===== src/rtl/temp_bar_display_seq.sv =====
// rtl/temp_bar_display_seq.sv - registered temperature rounding, thermometer bar and debounced alert FSM
// Ports:
//   clk_i, rst_n_i           clock (rising edge), asynchronous active-low reset
//   valid_i                  divider result valid this cycle
//   temp_Q_i, temp_R_i       average quotient / remainder (DATA_W)
//   active_sensors_nr        divisor (CNT_W); zero means the sample is dropped
//   valid_o                  one-cycle pulse, outputs updated (2 cycles after valid_i)
//   rounded_o, coded_out_o   rounded temperature and BAR_W-segment thermometer code
//   alert_o, alert_low_o, alert_high_o  debounced alert and its direction
//   sensor_err_o             one-cycle pulse for a sample dropped on a zero divisor
module temp_bar_display_seq #(
    parameter int DATA_W    = 16,
    parameter int CNT_W     = 8,
    parameter int BAR_W     = 8,
    parameter int T_LOW     = 19,
    parameter int HYST      = 1,
    parameter int ALERT_CNT = 3,
    parameter int CLEAR_CNT = 3
) (
    input  logic              clk_i,
    input  logic              rst_n_i,
    input  logic              valid_i,
    input  logic [DATA_W-1:0] temp_Q_i,
    input  logic [DATA_W-1:0] temp_R_i,
    input  logic [CNT_W-1:0]  active_sensors_nr,
    output logic              valid_o,
    output logic [DATA_W-1:0] rounded_o,
    output logic [BAR_W-1:0]  coded_out_o,
    output logic              alert_o,
    output logic              alert_low_o,
    output logic              alert_high_o,
    output logic              sensor_err_o
);

    localparam int T_HIGH = T_LOW + BAR_W - 1;
    localparam int MAX_CNT = (ALERT_CNT > CLEAR_CNT) ? ALERT_CNT : CLEAR_CNT;
    localparam int CW = $clog2(MAX_CNT + 1);

    localparam logic [DATA_W-1:0] LO_V     = DATA_W'(T_LOW);
    localparam logic [DATA_W-1:0] HI_V     = DATA_W'(T_HIGH);
    localparam logic [DATA_W-1:0] CLR_LO_V = DATA_W'(T_LOW + HYST);
    localparam logic [DATA_W-1:0] CLR_HI_V = DATA_W'(T_HIGH - HYST);
    localparam logic [CW-1:0]     ALERT_C  = CW'(ALERT_CNT);
    localparam logic [CW-1:0]     CLEAR_C  = CW'(CLEAR_CNT);

    typedef enum logic [1:0] {ST_OK, ST_PEND, ST_ALERT, ST_RECOV} state_t;

    // Stage 1: rounding
    logic              div_ok;
    logic              round_up;
    logic [DATA_W:0]   r_twice;
    logic [DATA_W:0]   n_ext;
    logic [DATA_W-1:0] rounded_c;

    logic              s1_valid;
    logic              s1_err;
    logic [DATA_W-1:0] s1_rounded;

    assign div_ok    = (active_sensors_nr != '0);
    assign r_twice   = {temp_R_i, 1'b0};
    assign n_ext     = (DATA_W+1)'(active_sensors_nr);
    assign round_up  = (r_twice >= n_ext);
    // Round-up of an all-ones quotient would wrap; hold it at full scale instead.
    assign rounded_c = (round_up && !(&temp_Q_i)) ? temp_Q_i + DATA_W'(1) : temp_Q_i;

    always_ff @(posedge clk_i or negedge rst_n_i) begin
        if (!rst_n_i) begin
            s1_valid   <= 1'b0;
            s1_err     <= 1'b0;
            s1_rounded <= '0;
        end else begin
            s1_valid <= valid_i && div_ok;
            s1_err   <= valid_i && !div_ok;
            if (valid_i && div_ok)
                s1_rounded <= rounded_c;
        end
    end

    // Stage 2: bar code, classification and alert FSM
    logic               is_low, is_high, is_oor, is_clr;
    logic [BAR_W-1:0]   code_c;
    state_t             state, state_n;
    logic [CW-1:0]      cnt, cnt_n, cnt_inc;
    logic               dir_low, dir_high, dir_low_n, dir_high_n;
    logic               alert_n;

    assign is_low  = (s1_rounded < LO_V);
    assign is_high = (s1_rounded > HI_V);
    assign is_oor  = is_low || is_high;
    assign is_clr  = (s1_rounded >= CLR_LO_V) && (s1_rounded <= CLR_HI_V);
    assign cnt_inc = cnt + CW'(1);

    // Segment i lights once the temperature reaches T_LOW+i; below range only segment 0 lights.
    always_comb begin
        code_c = '0;
        for (int i = 0; i < BAR_W; i++)
            code_c[i] = (s1_rounded >= DATA_W'(T_LOW + i));
        if (is_low)
            code_c = BAR_W'(1);
    end

    always_comb begin
        state_n = state;
        cnt_n   = cnt;
        case (state)
            ST_OK: begin
                cnt_n = '0;
                if (is_oor) begin
                    if (ALERT_CNT == 1) begin
                        state_n = ST_ALERT;
                    end else begin
                        state_n = ST_PEND;
                        cnt_n   = CW'(1);
                    end
                end
            end
            ST_PEND: begin
                if (!is_oor) begin
                    state_n = ST_OK;
                    cnt_n   = '0;
                end else if (cnt_inc == ALERT_C) begin
                    state_n = ST_ALERT;
                    cnt_n   = '0;
                end else begin
                    cnt_n = cnt_inc;
                end
            end
            ST_ALERT: begin
                cnt_n = '0;
                if (is_clr) begin
                    if (CLEAR_CNT == 1) begin
                        state_n = ST_OK;
                    end else begin
                        state_n = ST_RECOV;
                        cnt_n   = CW'(1);
                    end
                end
            end
            default: begin
                if (!is_clr) begin
                    state_n = ST_ALERT;
                    cnt_n   = '0;
                end else if (cnt_inc == CLEAR_C) begin
                    state_n = ST_OK;
                    cnt_n   = '0;
                end else begin
                    cnt_n = cnt_inc;
                end
            end
        endcase
    end

    assign alert_n    = (state_n == ST_ALERT) || (state_n == ST_RECOV);
    // Every out-of-range sample re-latches direction, so a low/high flip shows at once.
    assign dir_low_n  = is_oor ? is_low  : dir_low;
    assign dir_high_n = is_oor ? is_high : dir_high;

    always_ff @(posedge clk_i or negedge rst_n_i) begin
        if (!rst_n_i) begin
            valid_o      <= 1'b0;
            sensor_err_o <= 1'b0;
            rounded_o    <= '0;
            coded_out_o  <= '0;
            alert_o      <= 1'b0;
            alert_low_o  <= 1'b0;
            alert_high_o <= 1'b0;
            state        <= ST_OK;
            cnt          <= '0;
            dir_low      <= 1'b0;
            dir_high     <= 1'b0;
        end else begin
            valid_o      <= s1_valid;
            sensor_err_o <= s1_err;
            if (s1_valid) begin
                rounded_o    <= s1_rounded;
                coded_out_o  <= code_c;
                state        <= state_n;
                cnt          <= cnt_n;
                dir_low      <= dir_low_n;
                dir_high     <= dir_high_n;
                alert_o      <= alert_n;
                alert_low_o  <= alert_n && dir_low_n;
                alert_high_o <= alert_n && dir_high_n;
            end
        end
    end

endmodule

===== config.mk =====
export PLATFORM = sky130hd
export DESIGN_NAME = temp_bar_display_seq
export DESIGN_NICKNAME = d
export VERILOG_FILES = /design/src/rtl/temp_bar_display_seq.sv
export SDC_FILE = /design/constraint.sdc
export NUM_CORES = 1
export LEC_CHECK = 0
export BUFFER_PORTS_ARGS = -buffer_cell sky130_fd_sc_hd__buf_2
export CAP_MARGIN = 15
export CORE_MARGIN = 4
export CORE_UTILIZATION = 35
export CTS_CLUSTER_DIAMETER = 120
export DETAILED_ROUTE_END_ITERATION = 8
export GPL_TIMING_DRIVEN = 0
export HOLD_SLACK_MARGIN = 0.02
export SETUP_SLACK_MARGIN = 0.02
export SYNTH_ARGS = -nofsm -noshare
export SYNTH_HDL_FRONTEND = slang
export SYNTH_SLANG_ARGS = --single-unit

===== constraint.sdc =====
create_clock -name clk_i -period 2.6 [get_ports clk_i]
set_clock_uncertainty 0.05 [all_clocks]
set_input_delay 0.26 -clock clk_i [delete_from_list [all_inputs] [get_ports clk_i]]
set_output_delay 0.26 -clock clk_i [all_outputs]
set_load 0.02 [all_outputs]

==> results.json, run 1 <==
{
  "grt_pass1_wl_um": 10430,
  "synth_top_family_by_area": "compound AO/OA/AOI/OAI gates",
  "synthXorXnorAreaFrac_pct": 3.571,
  "clock_path_buffers": 2,
  "overflow": 0,
  "grt_max_degree": 53,
  "drv_slew": 0,
  "start_util_pct": 36.60,
  "ioPinCount": 72,
  "drc": 0,
  "reg2reg_setup_slack_ns": 0.42,
  "viasPerCell": 5.075,
  "finalSetupTns_ns": 0,
  "use_met1_pct": 17.65,
  "syn2layout_area_growth_pct": 22.36,
  "hp-class": "in -> reg",
  "final_common_cell": "buf_2",
  "grt_setup_unrepaired": "no",
  "min_period_ns": 2.180,
  "yosysSeqAreaShare_pct": 48.24,
  "ys_ff_latch": 52,
  "clock_sinks": 52,
  "final-setup-viol-count": 0,
  "grt_pass1_vias": 2273,
  "fp-row-count": 31,
  "crit_type": "reg -> reg",
  "path_max_fanout": 7,
  "first_iter_violations": 100,
  "firstDrtPassIters": 4,
  "dieWidth_um": 95.79,
  "synth_cell_types": 44,
  "powerDensity_mw_per_mm2": 535.3,
  "clkLatencyLatePin_ns": 0.31,
  "cts_tree": "yes",
  "crit_path_end_kind": "register",
  "hold_viol": 0,
  "avgSynthCellArea_um2": 9.809,
  "antenna_found_initial": 0,
  "synthAdderAreaFrac_pct": 3.711,
  "cap_violations": 0,
  "cts-root-buf": "clkbuf_8",
  "synth_compound_area_share_pct": 17.07,
  "wl_per_cell_um": 13.73,
  "finalWeightedCongestion": 0.8044,
  "synth_edf_count": 0,
  "busiest_layer": "met2",
  "die_y_um": 95.79,
  "p_leak_nw": 1.503,
  "use_met3_pct": 3.127,
  "grt_util_all_layers_pct": 14.29,
  "portBuffers": 71,
  "die_area_mm2": 0.009176,
  "htreeDepth": 2,
  "drive_gt1_share_pct": 29.49,
  "layout.cells.most_common_list": "73 x buf_2, 52 x dfrtp_1, 38 x nand2_1, 19 x nor2_1, 19 x o21ai_0",
  "met2_usage_pct": 25.36,
  "timing.fmax_mhz": 458.8,
  "worstMarginPinSlew_ns": 0.6431,
  "vdd_ir_drop_max_uv": 238.5,
  "path_clk_slew_ns": 0.10,
  "core_mm2": 0.007370,
  "cts_buffers": 5,
  "period_share_pct": 83.84,
  "synthFlopType": "dfrtp_1",
  "hpwl_um": 4802,
  "crit_path_start_kind": "register",
  "synth_mux_area_share_pct": 7.468,
  "synth_cells": 275,
  "diodes": 0,
  "crit_arrival_ns": 2.31,
  "synth_area_mm2": 0.002698,
  "vias": 2309,
  "postRouteAntennaNets": 0,
  "yosys_warnings": 0,
  "nNetsFinal": 406,
  "syn_nets": 326,
  "async_flop_share_pct": 100.0,
  "slew_headroom_pct": 57.13,
  "required_ns": 2.73,
  "yosys.area_share.simple_pct": 15.68,
  "status": "completed",
  "totalWireLength_um": 6245,
  "fin_util_pct": 44.79
}
## report_power, final
group	switching, mW	internal, mW
Sequential	0.0507	0.882
Combinational	0.210	0.143
Clock	0.285	0.197
## final cells by class
type | instances | area, um2
Fill cell | 747 | 4069
Sequential cell | 52 | 1301
Multi-Input combinational cell | 194 | 1281
Timing Repair Buffer | 73 | 385.4
Tap cell | 99 | 123.9
Clock buffer | 5 | 68.82
Inverter | 16 | 60.06
Buffer | 13 | 55.05
Clock inverter | 3 | 25.02
## critical path: stages, from the launching register on
cell and delay, ns:
dfrtp_1 0.42, nor3_2 0.43, and3_1 0.21, buf_2 0.17, o21ai_1 0.13, o31a_1 0.32
a21oi_1 0.21, o22ai_1 0.12
## flip-flops by register name, indices dropped and copies added (netlist names)
register	flops
alert_high_o	1
alert_low_o	1
alert_o	1
cnt	2
coded_out_o	8
dir_high	1
dir_low	1
rounded_o	16
s1_err	1
s1_rounded	16
s1_valid	1
sensor_err_o	1
state	1
valid_o	1
## cell families (layout without fill, tap and decap cells)
group                    count (synthesis)  in the layout
adder cells (fa/ha/maj)                  8              8
XOR/XNOR                                11             11
buffers and inverters                   29            110
AO/OA/AOI/OAI                           67             67
multiplexers                            18             18
flip-flops                              52             52
AND/OR/NAND/NOR                         90             90
## layer usage
layer	wire length, um	vias to the layer above
met5	0	-
met4	49	0
met3	402	6
met2	3081	65
met1	2711	1098
li1	-	1140
## Yosys cell counts, types with 7 or more instances
cell,count,share of area (%)
nor4_1,7,1.6
inv_1,15,2.1
a21oi_1,7,1.3
ha_1,8,3.7
o211ai_1,7,1.9
nor2_1,19,2.6
clkbuf_1,10,1.4
and3_1,7,1.6
dfrtp_1,52,48
xor2_1,10,3.2
mux2_2,17,7.1
o21ai_0,19,3.5
nand2_1,38,5.3
## final timing paths
kind / cells after the start / start / endpoint
worst max-delay path: 7 / s1_rounded[5]$_DFFE_PN0P_ / alert_low_o$_DFFE_PN0P_
worst min-delay path: 3 / valid_i / s1_err$_DFF_PN0_
worst max register to register: 7 / s1_rounded[5]$_DFFE_PN0P_ / alert_low_o$_DFFE_PN0P_
worst min register to register: 0 / s1_err$_DFF_PN0_ / sensor_err_o$_DFF_PN0_
max in group asynchronous: 3 / rst_n_i / alert_low_o$_DFFE_PN0P_
min in group asynchronous: 2 / rst_n_i / coded_out_o[3]$_DFFE_PN0P_
## per-stage QoR
step           area (um2)  instances  power [mW]  worst slack, ns  hold WS (ns)
2_1_floorplan        2698        275       1.151           0.6054      -0.08559
3_3_place_gp         3177        445       1.296           0.3885        0.2888
3_5_place_dp         3177        445       1.304           0.3424        0.2935
4_1_cts              3271        453       1.790           0.4057        0.1036
5_1_grt              3301        455       1.863           0.2670        0.1196
6_report             3301        455       1.767           0.4203        0.1108
## what timing repair did
item | 4_1_cts | 5_1_grt
hold buffers | 0 | 1
buffers inserted | 0 | 0
resized for setup | 0 | 0
endpoints found under the hold margin | 0 | 11
No activity file was read; power rests on OpenSTA's default activity.
==> inputs of run 2 (changes only) <==
Clock period 2.6 ns to 1.9 ns, I/O delays scaled along.
==> run 2 against run 1 <==
Worst setup slack got worse by 0.39 ns. Routed wire length increased by 4.5%. Critical path type is now in -> reg. Highest routed layer unchanged. Sequential cell count unchanged.
==> results.json, run 2 (synthesis results as in run 1) <==
{
  "worstMarginPinSlew_ns": 0.6032,
  "clock_path_buffers": 2,
  "seqCellArea_mm2": 0.001301,
  "postRouteAntennaNets": 0,
  "cts-root-buf": "clkbuf_8",
  "viasPerCell": 5.038,
  "path_clk_slew_ns": 0.09,
  "final_common_cell": "buf_2",
  "min_period_ns": 1.875,
  "crit_arrival_ns": 2.07,
  "powerDensity_mw_per_mm2": 687.4,
  "hold_path.startpoint": "valid_i",
  "dieWidth_um": 95.79,
  "firstDrtPassIters": 5,
  "totalWireLength_um": 6525,
  "syn2layout_area_growth_pct": 30.98,
  "vdd_ir_drop_max_uv": 316.0,
  "clock_sinks": 52,
  "cts_tree": "yes",
  "final-setup-viol-count": 0,
  "dpl_cell_area_mm2": 0.003181,
  "vias": 2368,
  "overflow": 0,
  "die_y_um": 95.79,
  "multi_input_area_mm2": 0.001385,
  "finalWeightedCongestion": 0.8008,
  "diodes": 0,
  "slew_headroom_pct": 59.79,
  "timing.fmax_mhz": 533.5,
  "layout.cells.most_common_list": "70 x buf_2, 52 x dfrtp_1, 38 x nand2_1, 19 x nor2_1, 17 x mux2_2",
  "nNetsFinal": 421,
  "r2r_start": "s1_rounded[11]$_DFFE_PN0P_",
  "whs_ns": 0.04394,
  "cap_violations": 0,
  "antenna_found_initial": 0,
  "power_mw": 2.429,
  "grt_util_all_layers_pct": 14.86,
  "htreeDepth": 2,
  "status": "completed",
  "stdcell_area_mm2": 0.003533,
  "hp-class": "in -> reg",
  "crit_path_start_kind": "input port",
  "finalSetupTns_ns": 0,
  "grt_pass1_wl_um": 10760,
  "start_util_pct": 36.60,
  "grt_max_degree": 53,
  "first_iter_violations": 124,
  "crit_type": "in -> reg",
  "hold_viol": 0,
  "fp-row-count": 31,
  "reg_top3": "rounded_o: 16 flops, s1_rounded: 16 flops, coded_out_o: 8 flops",
  "grt_pass1_vias": 2317,
  "portBuffers": 71,
  "crit_path_end_kind": "register",
  "path_max_fanout": 10,
  "hpwl_um": 4773,
  "core_mm2": 0.007370,
  "period_share_pct": 98.66,
  "clkLatencyLatePin_ns": 0.30,
  "drive_gt1_share_pct": 36.39,
  "required_ns": 2.09,
  "die_area_mm2": 0.009176,
  "drc": 0,
  "drv_slew": 0,
  "p_leak_nw": 1.602,
  "crit_start": "active_sensors_nr[2]",
  "cts_buffers": 5,
  "fin_util_pct": 47.95,
  "fillers": 750,
  "ioPinCount": 72,
  "grt_setup_unrepaired": "yes",
  "wl_per_cell_um": 13.88
}
## run 2: area by class of cell
cell class,count,area share [%]
inverter,16,1.700
clock inverter,3,0.5312
buffer,13,1.841
clock buffer,5,1.948
multi-input combinational,194,39.20
tap,99,3.506
timing repair buffer,88,14.45
sequential,52,36.83
## run 2: worst max-delay path: stages
cell      delay (ns)
buf_2           0.09
inv_2           0.04
ha_4            0.25
and4b_1         0.20
a21oi_2         0.08
a211oi_4        0.33
buf_4           0.18
buf_6           0.13
nor2_1          0.06
o41ai_2         0.34
a22o_1          0.17
## run 2: where the power goes
| part | internal, mW | leakage, nW | switching [mW] | total (mW) |
|---|---|---|---|---|
| registers | 1.21 | 0.602 | 0.0721 | 1.28 |
| logic | 0.223 | 0.952 | 0.306 | 0.529 |
| clock network | 0.258 | 0.0479 | 0.364 | 0.622 |
| total | 1.69 | 1.60 | 0.742 | 2.43 |
## run 2: per-stage QoR
step                      setup WS [ns]  cells
after floorplan                 0.03032    275
after global placement          -0.2688    445
after detailed placement        -0.2644    445
after CTS                       0.02945    454
after global routing           -0.07221    470
final                           0.02547    470
## run 2: what timing repair did
item,4_1_cts,5_1_grt
hold buffers,0,1
setup endpoints to repair,6,14
endpoints found under the hold margin,0,9
resized for setup,5,19
setup buffers,1,14
pin swaps,1,14
## run 2: per-layer routing
metal	global-route usage (%)	wire [um]	vias to the layer above
met1	18.96	2902	1123
met3	3.049	339	8
met2	25.36	3181	69
met4	4.384	102	0
li1	-	-	1168
met5	0	0	-
## run 2: final timing paths
check / to / slack (ns) / cells past startpoint
max: s1_rounded[10]$_DFFE_PN0P_ / 0.03 / 11
min: s1_err$_DFF_PN0_ / 0.04 / 3
max reg2reg: alert_low_o$_DFFE_PN0P_ / 0.08 / 7
min reg2reg: sensor_err_o$_DFF_PN0_ / 0.31 / 0
max in group asynchronous: coded_out_o[5]$_DFFE_PN0P_ / 1.07 / 3
min in group asynchronous: rounded_o[5]$_DFFE_PN0P_ / 0.23 / 2
